`src/rtl/prog_launcher_if.sv`:
```
// Host <-> processor launch bus.
// master: the launcher (drives DutReset/DutStart and the status outputs,
//         samples Go and DutAck).
// slave : the environment (drives Go and DutAck, observes everything else).
interface prog_launcher_if #(
  parameter int unsigned CW = 16
);
  logic          Go;
  logic          DutAck;
  logic          DutReset;
  logic          DutStart;
  logic [3:0]    ProgIdx;
  logic          Busy;
  logic [CW-1:0] CycleCount;
  logic          CountValid;
  logic          TimedOut;
  logic          Done;

  modport master (
    input  Go, DutAck,
    output DutReset, DutStart, ProgIdx, Busy, CycleCount, CountValid,
           TimedOut, Done
  );

  modport slave (
    output Go, DutAck,
    input  DutReset, DutStart, ProgIdx, Busy, CycleCount, CountValid,
           TimedOut, Done
  );
endinterface

```
`src/rtl/prog_launcher.sv`:
```
// Host-side driver for the processor Start/Ack handshake.
// On Go it resets the processor, then launches NUM_PROGS programs back to
// back, timing each one from Start release to Ack and reporting the count.
// Ports:
//   Clk    - clock, posedge only
//   Reset  - synchronous, active-high
//   io_bus - launch bus (master side): Go/DutAck in; DutReset, DutStart,
//            ProgIdx, Busy, CycleCount, CountValid, TimedOut, Done out.
//            All outputs are registered.
module prog_launcher #(
  parameter int unsigned NUM_PROGS    = 3,
  parameter int unsigned RST_CYCLES   = 2,
  parameter int unsigned START_CYCLES = 2,
  parameter int unsigned CW           = 16,
  parameter int unsigned TIMEOUT      = 65535
) (
  input  logic             Clk,
  input  logic             Reset,
  prog_launcher_if.master  io_bus
);

  localparam int unsigned PH_MAX = (RST_CYCLES > START_CYCLES) ? RST_CYCLES : START_CYCLES;
  localparam int unsigned PW     = (PH_MAX > 1) ? $clog2(PH_MAX) : 1;
  localparam logic [PW-1:0] RST_LAST   = PW'(RST_CYCLES - 1);
  localparam logic [PW-1:0] START_LAST = PW'(START_CYCLES - 1);
  localparam logic [CW-1:0] TMO        = CW'(TIMEOUT);
  localparam logic [3:0]    LAST_IDX   = 4'(NUM_PROGS - 1);

  typedef enum logic [2:0] {
    S_IDLE, S_RST, S_START, S_RUN, S_REPORT, S_FINISH
  } state_t;

  state_t        r_state, w_next_state;
  logic [PW-1:0] r_phase, w_phase_nxt;
  logic [CW-1:0] r_run, w_run_nxt;

  logic          r_dut_reset, w_dut_reset_nxt;
  logic          r_dut_start, w_dut_start_nxt;
  logic [3:0]    r_prog_idx, w_prog_idx_nxt;
  logic          r_busy, w_busy_nxt;
  logic [CW-1:0] r_cycle_count, w_cycle_count_nxt;
  logic          r_count_valid, w_count_valid_nxt;
  logic          r_timed_out, w_timed_out_nxt;
  logic          r_done, w_done_nxt;

  // Ack on the first RUN cycle may be the previous program's, so it is blanked.
  logic w_ack_ok, w_timeout, w_entering;
  assign w_ack_ok   = io_bus.DutAck && (r_run >= CW'(2));
  assign w_timeout  = (r_run >= TMO);
  assign w_entering = (w_next_state != r_state);

  // State register
  always_ff @(posedge Clk) begin
    if (Reset) r_state <= S_IDLE;
    else       r_state <= w_next_state;
  end

  // Next-state logic
  always_comb begin
    w_next_state = r_state;
    case (r_state)
      S_IDLE:   if (io_bus.Go) w_next_state = S_RST;
      S_RST:    if (r_phase == RST_LAST) w_next_state = S_START;
      S_START:  if (r_phase == START_LAST) w_next_state = S_RUN;
      S_RUN: begin
        if (w_ack_ok)       w_next_state = S_REPORT;
        else if (w_timeout) w_next_state = S_FINISH;
      end
      S_REPORT: w_next_state = (r_prog_idx == LAST_IDX) ? S_FINISH : S_START;
      S_FINISH: if (io_bus.Go) w_next_state = S_RST;
      default:  w_next_state = S_IDLE;
    endcase
  end

  // Output / datapath next values; outputs follow the state being entered
  always_comb begin
    w_dut_reset_nxt   = (w_next_state == S_RST);
    w_dut_start_nxt   = (w_next_state == S_START);
    w_count_valid_nxt = (w_next_state == S_REPORT);
    w_busy_nxt        = (w_next_state != S_IDLE) && (w_next_state != S_FINISH);
    w_prog_idx_nxt    = r_prog_idx;
    w_cycle_count_nxt = r_cycle_count;
    w_timed_out_nxt   = r_timed_out;
    w_done_nxt        = r_done;

    // Phase counter times the fixed-length RST and START pulses
    w_phase_nxt = '0;
    if (!w_entering && (r_state == S_RST || r_state == S_START))
      w_phase_nxt = r_phase + PW'(1);

    // RUN counter: 1 on the first RUN cycle, saturating at TIMEOUT
    w_run_nxt = r_run;
    if (r_state == S_RUN)
      w_run_nxt = w_timeout ? TMO : r_run + CW'(1);
    else if (w_next_state == S_RUN)
      w_run_nxt = CW'(1);
    else if (w_next_state == S_START)
      w_run_nxt = '0;

    if (r_state == S_RUN) begin
      if (w_ack_ok) begin
        w_cycle_count_nxt = r_run;
      end else if (w_timeout) begin
        w_cycle_count_nxt = TMO;
        w_timed_out_nxt   = 1'b1;
      end
    end

    if (w_next_state == S_RST && w_entering) begin
      w_prog_idx_nxt  = '0;
      w_done_nxt      = 1'b0;
      w_timed_out_nxt = 1'b0;
    end

    if (r_state == S_REPORT && w_next_state == S_START)
      w_prog_idx_nxt = r_prog_idx + 4'(1);

    if (w_next_state == S_FINISH)
      w_done_nxt = 1'b1;
  end

  // Counters and registered outputs
  always_ff @(posedge Clk) begin
    if (Reset) begin
      r_phase       <= '0;
      r_run         <= '0;
      r_dut_reset   <= 1'b1;
      r_dut_start   <= 1'b0;
      r_prog_idx    <= '0;
      r_busy        <= 1'b0;
      r_cycle_count <= '0;
      r_count_valid <= 1'b0;
      r_timed_out   <= 1'b0;
      r_done        <= 1'b0;
    end else begin
      r_phase       <= w_phase_nxt;
      r_run         <= w_run_nxt;
      r_dut_reset   <= w_dut_reset_nxt;
      r_dut_start   <= w_dut_start_nxt;
      r_prog_idx    <= w_prog_idx_nxt;
      r_busy        <= w_busy_nxt;
      r_cycle_count <= w_cycle_count_nxt;
      r_count_valid <= w_count_valid_nxt;
      r_timed_out   <= w_timed_out_nxt;
      r_done        <= w_done_nxt;
    end
  end

  assign io_bus.DutReset   = r_dut_reset;
  assign io_bus.DutStart   = r_dut_start;
  assign io_bus.ProgIdx    = r_prog_idx;
  assign io_bus.Busy       = r_busy;
  assign io_bus.CycleCount = r_cycle_count;
  assign io_bus.CountValid = r_count_valid;
  assign io_bus.TimedOut   = r_timed_out;
  assign io_bus.Done       = r_done;

endmodule

```
`src/flat_wrapper.sv`:
```
// flat-port wrapper written by rule: the top's interface ports become plain ports
module prog_launcher_flat 
#(
  parameter int unsigned NUM_PROGS    = 3,
  parameter int unsigned RST_CYCLES   = 2,
  parameter int unsigned START_CYCLES = 2,
  parameter int unsigned CW           = 16,
  parameter int unsigned TIMEOUT      = 65535
)
  (Clk, Reset, io_bus_Go, io_bus_DutAck, io_bus_DutReset, io_bus_DutStart, io_bus_ProgIdx, io_bus_Busy, io_bus_CycleCount, io_bus_CountValid, io_bus_TimedOut, io_bus_Done);
  prog_launcher_if #(.CW(CW)) io_bus_i ();
  input  logic Clk;
  input  logic Reset;
  input wire logic [$bits(io_bus_i.Go)-1:0] io_bus_Go;
  input wire logic [$bits(io_bus_i.DutAck)-1:0] io_bus_DutAck;
  output wire logic [$bits(io_bus_i.DutReset)-1:0] io_bus_DutReset;
  output wire logic [$bits(io_bus_i.DutStart)-1:0] io_bus_DutStart;
  output wire logic [$bits(io_bus_i.ProgIdx)-1:0] io_bus_ProgIdx;
  output wire logic [$bits(io_bus_i.Busy)-1:0] io_bus_Busy;
  output wire logic [$bits(io_bus_i.CycleCount)-1:0] io_bus_CycleCount;
  output wire logic [$bits(io_bus_i.CountValid)-1:0] io_bus_CountValid;
  output wire logic [$bits(io_bus_i.TimedOut)-1:0] io_bus_TimedOut;
  output wire logic [$bits(io_bus_i.Done)-1:0] io_bus_Done;
  assign io_bus_i.Go = io_bus_Go;
  assign io_bus_i.DutAck = io_bus_DutAck;
  assign io_bus_DutReset = io_bus_i.DutReset;
  assign io_bus_DutStart = io_bus_i.DutStart;
  assign io_bus_ProgIdx = io_bus_i.ProgIdx;
  assign io_bus_Busy = io_bus_i.Busy;
  assign io_bus_CycleCount = io_bus_i.CycleCount;
  assign io_bus_CountValid = io_bus_i.CountValid;
  assign io_bus_TimedOut = io_bus_i.TimedOut;
  assign io_bus_Done = io_bus_i.Done;
  prog_launcher #(.NUM_PROGS(NUM_PROGS), .RST_CYCLES(RST_CYCLES), .START_CYCLES(START_CYCLES), .CW(CW), .TIMEOUT(TIMEOUT)) u_core (.Clk(Clk), .Reset(Reset), .io_bus(io_bus_i));
endmodule
```
`config.mk`:
```
export PLATFORM = sky130hd
export DESIGN_NAME = prog_launcher_flat
export DESIGN_NICKNAME = d
export VERILOG_FILES = /design/src/rtl/prog_launcher_if.sv /design/src/rtl/prog_launcher.sv /design/src/flat_wrapper.sv
export SDC_FILE = /design/constraint.sdc
export NUM_CORES = 1
export LEC_CHECK = 0
export CAP_MARGIN = 10
export CORE_MARGIN = 4
export CORE_UTILIZATION = 38
export CTS_CLUSTER_SIZE = 16
export DETAILED_ROUTE_END_ITERATION = 10
export DONT_BUFFER_PORTS = 1
export PLACE_DENSITY_LB_ADDON = 0.08
export SYNTH_ARGS = -nofsm -noshare
export SYNTH_HDL_FRONTEND = slang
export SYNTH_SLANG_ARGS = --single-unit
```
`constraint.sdc`:
```
create_clock -name Clk -period 5.81 [get_ports Clk]
set_input_delay 1.162 -clock Clk [delete_from_list [all_inputs] [get_ports Clk]]
set_output_delay 1.162 -clock Clk [all_outputs]
set_load 0.01 [all_outputs]
```
==> flow_metrics.py <==
metrics = {
    "setup_path": {
        "crit_type": "flip-flop to flip-flop",
        "cp-start-kind": "flip-flop",
        "worstPathRequired_ns": 5.98,
        "cp_max_fo": 14,
        "cp.arrival_ns": 2.63,
        "cp-end-kind": "flip-flop",
    },
    "clocking": {
        "clkLatencyLatePin_ns": 0.30,
        "postCtsSetupRepairBufs": 0,
        "cts_buffer_depth": 2,
        "cts-root-buf": "clkbuf_8",
        "ctsHtreeMaxLevel": 2,
        "clkTransAtPathRegs_ns": 0.08,
        "ctsResizeCount": 0,
        "clock_sinks": 46,
        "cts_tree": "built",
        "numCtsBuffers": 5,
        "hold_buffers": 0,
    },
    "global_routing": {
        "grt_max_degree": 29,
        "grt_pass1_wl_um": 9700,
        "grt_pass1_vias": 1865,
        "grt_overflow": 0,
        "grt_use_total": 0.164,
        "antenna_found_initial": 0,
    },
    "power": {
        "vdd_drop_max_v": 0.000102,
        "powerDensity_nw_per_um2": 232,
        "p_leak_nw": 0.823,
    },
    "timing": {
        "min_period_over_period": 0.423,
        "timing.fmax_mhz": 407,
        "setup_slack_ns": 3.35,
        "setup_viol": 0,
        "hold_viol_final": 0,
        "clock_skew_ns": 0.00710,
        "fin_hold_ws_ns": 0.503,
        "worstMarginPinSlew_ns": 0.886,
        "rsz0062_at_grt": "no",
        "finalSetupTns_ns": 0,
        "period_minus_slack_ns": 2.46,
        "relSlewSlack": 0.407,
        "drv_slew": 0,
    },
    "layout": {
        "finalNonFillerCells": 325,
        "areaGrowthSynthToFinish_pct": 2.66,
        "diodes": 0,
        "fill_cells": 591,
        "drive_gt1_frac": 0.144,
        "final_area_sq_um": 2360,
        "nets": 258,
    },
    "floorplan": {
        "top_level_ports": 30,
        "rows": 28,
        "dieHeight_um": 85.8,
        "dieArea_sq_um": 7360,
        "core_area_sq_um": 5890,
        "fp.dieW_um": 85.8,
        "initial_utilization": 0.391,
    },
    "drt": {
        "drtAntennaViolNets": 0,
        "drcViolationCount": 0,
        "drt-total-wl_um": 5690,
        "vias": 1900,
        "drtIter0Drc": 182,
        "via_per_inst": 5.85,
        "dr.pass1.iters": 5,
        "wl_per_cell_um": 17.5,
    },
    "yosys": {
        "synth-seq-cells": 46,
        "synthesis.area_sq_um": 2300,
        "synth_cell_types": 51,
        "ys_warn_count": 0,
        "syn_nets": 267,
        "synth_flop_cell": "dfxtp_1",
        "synth_area_per_cell_sq_um": 8.88,
        "synth_edf_count": 0,
        "synthCells": 259,
        "ys_async_sr_fraction": 0,
        "ys_seq_area_frac": 0.400,
    },
    "outcome": {
        "status": "finished, final reports clean",
    },
    "placement": {
        "place_ws_ns": 3.34,
        "place.gp.congestion": 0.748,
        "place_area_sq_um": 2280,
        "port_buffers": 0,
        "hpwl_um": 3920,
        "place_inst": 318,
    },
    "flow_run": {
        "maxCapViolations": 0,
    },
    "min_path": {
        "hp-class": "flip-flop to flip-flop",
    },
}
registers in the layout, indices dropped and copies added (netlist names):
signal / flops
u_core.io_bus.TimedOut: 1
u_core.r_state: 3
u_core.io_bus.Done: 1
u_core.io_bus.Busy: 1
u_core.io_bus.CycleCount: 16
u_core.io_bus.DutReset: 1
u_core.io_bus.CountValid: 1
u_core.r_run: 16
u_core.r_phase: 1
u_core.io_bus.DutStart: 1
u_core.io_bus.ProgIdx: 4
path summary, 6_finish.rpt:
path	startpoint	end	slack (ns)	depth (start not counted)
setup / recovery	u_core.io_bus.ProgIdx[1]$_SDFFE_PP0P_	u_core.r_run[0]$_SDFFE_PP0P_	3.35	6
hold / removal	u_core.r_phase$_SDFF_PP0_	u_core.r_phase$_SDFF_PP0_	0.50	1
setup reg to reg	u_core.io_bus.ProgIdx[1]$_SDFFE_PP0P_	u_core.r_run[0]$_SDFFE_PP0P_	3.35	6
hold reg to reg	u_core.r_phase$_SDFF_PP0_	u_core.r_phase$_SDFF_PP0_	0.50	1
per-stage QoR:
stage / util / total power (W)
global route: 0.401 / 0.000576
detailed placement: 0.388 / 0.000370
CTS: 0.401 / 0.000557
floorplan: - / 0.000368
global placement: 0.388 / 0.000371
finish: 0.401 / 0.000547
cells in the mapped netlist, types with 2 or more instances:
cell      instances  area [sq um]
ha_1              4          50.1
dfxtp_1          46           921
a31oi_1           3          18.8
o21ai_0          33           165
nand2_1          10          37.5
or4_1             2          15.0
clkbuf_8          4          55.1
or4_4             2          22.5
o221a_1           2          22.5
nor3_1            8          40.0
nor2_1           19          71.3
and2_1            8          50.1
buf_2             2          10.0
o221a_2          14           158
buf_6             3          33.8
nor2b_1           4          25.0
nor4_1            4          25.0
and4_1            2          17.5
clkbuf_1          9          33.8
a21oi_1          21           105
and3_1            3          18.8
nand3_1          11          55.1
nand4_1           7          43.8
inv_1            11          41.3
report_power, final:
group          leakage (nW)  internal [W]  switching [W]
combinational         0.408     0.0000132      0.0000215
clock                0.0438     0.0000809       0.000103
sequential            0.372      0.000320     0.00000845
total                 0.823      0.000414       0.000133
worst max-delay path: stages, from the launching register on:
cell	delay (ns)
dfxtp_1	0.46
ha_1	0.18
nor3b_1	0.37
nor4_2	0.13
nor2_1	0.71
nor3_1	0.10
a2111oi_0	0.38
metal layers:
layer,GRT usage,share of wire,vias up
li1,-,-,958
met3,0.0576,0.067,4
met2,0.240,0.43,51
met4,0.0417,0.0077,0
met5,0,0,-
met1,0.229,0.49,887
layout by cell type (no fill, tap or decap), types with 3 or more instances in the layout:
master	instances
nand2_1	10
a31oi_1	3
and3_1	3
nand3_1	11
o221a_2	14
and2_1	8
nor4_1	3
nor3_1	8
dfxtp_1	46
clkbuf_8	5
ha_1	4
nor2b_1	4
o21ai_0	33
inv_1	11
nand4_1	7
a21oi_1	21
nor2_1	19
area by class of cell:
cell class                      instances  area, sq um  area share
Multi-Input combinational cell        184         1210       0.513
Clock inverter                          2         10.0     0.00424
Tap cell                               75         93.8      0.0397
Timing Repair Buffer                    2         15.0     0.00636
Clock buffer                            5         68.8      0.0291
Sequential cell                        46          921       0.390
Inverter                               11         41.3      0.0175
logic make-up (layout without fill, tap and decap cells):
kind of cell,Yosys count,in the layout,synth area share
xor gates and xnor gates,1,1,0.00381
muxes,2,2,0.0109
DFF,46,46,0.400
buffers and inverters,29,20,0.0756
and+or+nand+nor,89,89,0.220
adders and majority gates,4,4,0.0218
AOI/OAI and AO/OA,88,88,0.268
Power figures use the tool's default switching activity.
